<file path="config.mk">
export PLATFORM = sky130hd
export DESIGN_NAME = decoder_3to8
export DESIGN_NICKNAME = d
export VERILOG_FILES = /design/src/rtl/decoder_3to8.sv
export SDC_FILE = /design/constraint.sdc
export NUM_CORES = 1
export LEC_CHECK = 0
export BUFFER_PORTS_ARGS = -buffer_cell sky130_fd_sc_hd__buf_2
export CAP_MARGIN = 20
export CORE_AREA = 2 2 39 41
export CTS_CLUSTER_SIZE = 40
export DETAILED_ROUTE_END_ITERATION = 6
export DIE_AREA = 0 0 41 43
export PLACE_DENSITY = 0.43
export SYNTH_ARGS = -nofsm -noshare
export SYNTH_HDL_FRONTEND = slang
export SYNTH_SLANG_ARGS = --single-unit
</file>
<file path="constraint.sdc">
create_clock -name clk -period 0.8 [get_ports clk]
set_clock_uncertainty 0.15 [all_clocks]
set_input_delay 0.08 -clock clk [delete_from_list [all_inputs] [get_ports clk]]
set_output_delay 0.08 -clock clk [all_outputs]
set_load 0.005 [all_outputs]
</file>
<file path="src/rtl/decoder_3to8.sv">
// Registered (or optionally combinational) 3-to-8 one-hot decoder with enable.
// The inactive level follows ACTIVE_LOW for both the decode and the reset value.
module decoder_3to8 #(
  parameter bit ACTIVE_LOW = 1'b0,
  parameter bit OUT_REG    = 1'b1
) (
  input  logic       clk,
  input  logic       rst,
  input  logic       en,
  input  logic [2:0] a,
  output logic [7:0] y
);

  localparam logic [7:0] INACTIVE = ACTIVE_LOW ? 8'hFF : 8'h00;

  // Enable is tested before the select is used, so an unknown select with
  // en=0 still produces the all-inactive pattern.
  function automatic logic [7:0] decode(input logic i_en, input logic [2:0] i_sel);
    logic [7:0] v;
    v = 8'h00;
    if (i_en) v = 8'h01 << i_sel;
    return ACTIVE_LOW ? ~v : v;
  endfunction

  logic [7:0] w_dec;
  assign w_dec = decode(en, a);

  generate
    if (OUT_REG) begin : g_reg
      logic [7:0] r_y;

      // Output register: en and a are captured together at one edge.
      always_ff @(posedge clk or posedge rst) begin
        if (rst) r_y <= INACTIVE;
        else     r_y <= w_dec;
      end

      assign y = r_y;
    end else begin : g_comb
      logic w_unused;
      assign w_unused = clk ^ rst;
      assign y        = w_dec;
    end
  endgenerate

endmodule

</file>
Yosys cells after proc, flatten, opt, wreduce, memory -nomap -nowiden:

Index checks and enable logic that the tools add are counted.

* register bits after elaboration: 8
* output and inout bits: 8
* logic and storage cells: 3
* bits of input ports: 6

* shifts and indexed selects: 1
* muxes and demuxes: 1

Operators with widths (count)
* $mux W8: 1
* $shl A1 B3 Y8 const A: 1

Depth between registers and ports, before layout:

* depth after elaboration: 2
* depth in mapped cells: 1
* gate-level depth less buffers: 1

Worst setup path after synthesis:

OpenSTA, ideal clock, no wires.

* path kind: reg-to-output
* from: reg g_reg.r_y[0], in the netlist y[0]
* to: out y[0]
* buffers on the path: 0
* required time: 570 ps
* stages on the path, launching flop included: 1
* path slack: 221 ps
* arrival: 349 ps
* path through: dfrtp_1

RTL lines
* from (decl): RTL line 30 `logic [7:0] r_y;`
* from (signal assigned): RTL line 35 `else r_y <= w_dec;`
* to (decl): RTL line 11 `output logic [7:0] y`

No word-level cell between the ends.

Worst setup path in the final report:

* from: reg g_reg.r_y[5], in the netlist y[5]
* to: out y[5]

No word-level cell between the ends.

==> summary.txt <==
POWER
--------------------------------------------------------------------------------
Fraction of power consumed by sequential logic                             54.4%
Net switching share of the total power                                     19.6%
Relative contribution of the clock network to total power                  37.3%
Power per cell area                                                  1840 mW/mm²
Overall power after layout                                              0.768 mW
Leakage power summed over all cells                                     0.236 nW
Internal power summed over all cells                                    0.618 mW
Part of the total power dissipated in combinational logic                   8.3%
Net load switching power                                                0.150 mW
IR Drop Worst-Case VDD                                                  0.430 mV

TIMING
--------------------------------------------------------------------------------
Final number of setup-violating endpoints                                      8
Final Max Slew Viols                                                           0
Worst slew margin relative to its limit                                    81.1%
Final-layout worst hold slack                                         -0.0855 ns
Worst-case setup margin in the final layout                            -0.146 ns
Final critical delay including setup and external delays                0.946 ns
Max Fclk                                                                1.06 GHz
Hold violation total from the final report                                     1
Setup repair after global routing missed its margin                          yes
Sum Neg Setup Slack                                                     -1.13 ns
Final clock period utilization by the worst path                            118%
Slew at the pin closest to its max-slew limit                           0.283 ns

CTS
--------------------------------------------------------------------------------
Clk sink count                                                                 8
TritonCTS buffer count                                                         3
Buffers inserted by post-CTS timing repair                                     0
Number of buffers on the longest clock path                                    2
Clock tree from TritonCTS                                                  built
Quantity of hold-fixing buffers added after cts                                1
Maximum level of the CTS H-tree                                                1
Reg clk slew, reported paths                                             0.05 ns
Root cell of the clock tree                                             clkbuf_4

SYNTH
--------------------------------------------------------------------------------
Fraction of synthesized area in multiplexers                                  0%
Seq/Total Area, Yosys                                                      66.9%
Area contributors post-synth                                        dfrtp_1 (67%), and4bb_1 (8.4%), and4b_2 (7.5%)
Most frequent cell after synthesis                                       dfrtp_1
Average instance area after synthesis                                   17.6 µm²
Dominant combinational cell family by area after synthesis          simple AND/OR/NAND/NOR gates
Total nets after synthesis                                                    23
Area share of the largest cell type after synthesis                        66.9%
Post-synthesis register bit count                                              8
Yosys warning total                                                            0
Adder-Cell Fraction of Synth Area                                             0%
Ys async rst share                                                          100%
Cell types with the highest counts after synthesis                  dfrtp_1 (8), and4b_2 (2), and4bb_1 (2)
Most frequently used flop master after synthesis                         dfrtp_1
Number of library cell types mapped by synthesis                               8
Number of synthesized flops with an enable pin                                 0
Netlist Area Pre-Place                                                   299 µm²
Number of instances in the synthesized netlist                                17
Post-synthesis simple-gate area fraction                                   31.8%
Cell accounting for the most synthesized area                            dfrtp_1
Synth Area in XOR/XNOR                                                        0%
Area fraction in compound gates after synthesis                               0%

SETUP PATH
--------------------------------------------------------------------------------
Dominant delay contributor by cell family on the critical path        flip-flops
Launching element of the worst setup path                                   y[5]
CP Data Required Time                                                    0.57 ns
Element type at the critical path start                                 register
Crit path depth                                                                1
CP peak stage delay                                                      0.36 ns
Max FO, Critical Path                                                          1
Critical Path AT                                                         0.72 ns
Cell breakdown of the critical path                                        buf_2
Crit end category                                                     output pin
CP max stage cell                                                        dfrtp_1
CP Capture Point                                                            y[5]
Critical path buffer and inverter count                                        1
Setup Crit Path Kind                                                     reg2out

FLOORPLANNING
--------------------------------------------------------------------------------
DIE AREA                                                             0.00176 mm²
Core Footprint                                                       0.00138 mm²
Num rows                                                                      14
Ports                                                                         14
Horizontal die dimension                                                   41 µm
Die Ht                                                                     43 µm
Initial Util                                                               21.6%

FINAL LAYOUT
--------------------------------------------------------------------------------
Share of post-route cells with drive strength above 1                      61.8%
Number of flip-flops in the largest register                                   8
Total number of nets in the final design                                      42
Filler cell count in the final layout                                        147
Finished Layout Cells                                                         50
Count of antenna diodes in the layout                                          0
Layout overhead on the synthesized area                                    39.3%

DRT
--------------------------------------------------------------------------------
Total detailed-routing wirelength                                         495 µm
Vias per cell                                                               4.34
Wire per inst                                                            9.90 µm
Count of TritonRoute iterations in the first routing pass                      1
Residual DRC                                                                   0
Routed vias                                                                  217
Final ANT Viol Nets                                                            0
Starting DRC count in detailed routing                                         0

PLACEMENT
--------------------------------------------------------------------------------
Number of placed cells counting well taps                                     46
Count of input and output buffers                                             13
Final estimated routing congestion in global placement                     0.673

GLOBAL ROUTING
--------------------------------------------------------------------------------
GRT Overall Usage                                                          7.31%
Maximum number of pins on one net before global-route repair                   9
Overflow left after global routing                                             0
Number of antenna violations at the first check in global routing              0
Global-route wire length before repair                                    765 µm
Vias in the first global route                                               198

RUN
--------------------------------------------------------------------------------
Max-capacitance violation count                                                0

STATUS
--------------------------------------------------------------------------------
Violated checks                                                     negative hold slack, negative setup slack
Outcome                                                             complete, but fails checks

WORST HOLD PATH
--------------------------------------------------------------------------------
Tightest Hold Check Type                                                  in2reg

power by group through the flow:
stage | logic [mW] | clock network, mW | registers [mW]
after floorplan | 0.0215 | 0 | 0.426
after global placement | 0.0604 | 0 | 0.424
after detailed placement | 0.0623 | 0 | 0.424
after CTS | 0.0657 | 0.296 | 0.418
after global routing | 0.0735 | 0.336 | 0.417
final | 0.0641 | 0.287 | 0.418
layout make-up:
cell class,count,area (µm²),share of cell area (%)
sequential,8,200,48.0
inverter,1,3.75,0.901
timing repair buffer,14,75.1,18.0
clock buffer,3,22.5,5.41
tap,16,20.0,4.80
multi-input combinational,8,95.1,22.8
per-stage QoR:
| step | worst slack [ns] | area (µm²) | utilization, % |
|---|---|---|---|
| final | -0.146 | 417 | 30.1 |
| after global routing | -0.194 | 417 | 30.1 |
| after CTS | -0.157 | 417 | 30.1 |
| after detailed placement | 0.0544 | 384 | 27.8 |
| after global placement | 0.0642 | 384 | 27.8 |
| after floorplan | 0.221 | 299 | - |
cell families after synthesis:
kind of cell,Yosys count
DFF,8
and+or+nand+nor,8
buffers and inverters,1
routing by layer:
metal | routed length, µm | part of all wire (%) | up-vias | GRT usage (%)
li1 | - | - | 102 | -
met3 | 51 | 10 | 2 | 1.57
met1 | 206 | 42 | 100 | 8.00
met4 | 19 | 3.8 | 0 | 12.0
met2 | 217 | 44 | 13 | 8.44
met5 | 0 | 0 | - | 0
timing repair:
action,CTS,global route
resized for setup,0,0
endpoints found under the hold margin,9,1
setup endpoints to repair,8,8
worst min-delay path by stage:
stage / startpoint / endpoint / cells past startpoint
floorplan: rst / y[0] / 1
global placement: rst / y[5] / 2
detailed placement: rst / y[3] / 2
CTS: a[2] / y[0] / 2
global route: a[2] / y[0] / 2
finish: a[2] / y[0] / 2
layout by cell type (no fill, tap or decap):
| cell type | Yosys | layout |
|---|---|---|
| and4_2 | 1 | 1 |
| buf_2 | 0 | 13 |
| clkbuf_4 | 0 | 3 |
| and4bb_1 | 2 | 2 |
| and4b_2 | 2 | 2 |
| inv_1 | 1 | 1 |
| and4b_1 | 1 | 1 |
| and4bb_2 | 1 | 1 |
| dfrtp_1 | 8 | 8 |
| nor4b_2 | 1 | 1 |
| dlygate4sd3_1 | 0 | 1 |
(Power assumes the default switching activity.)
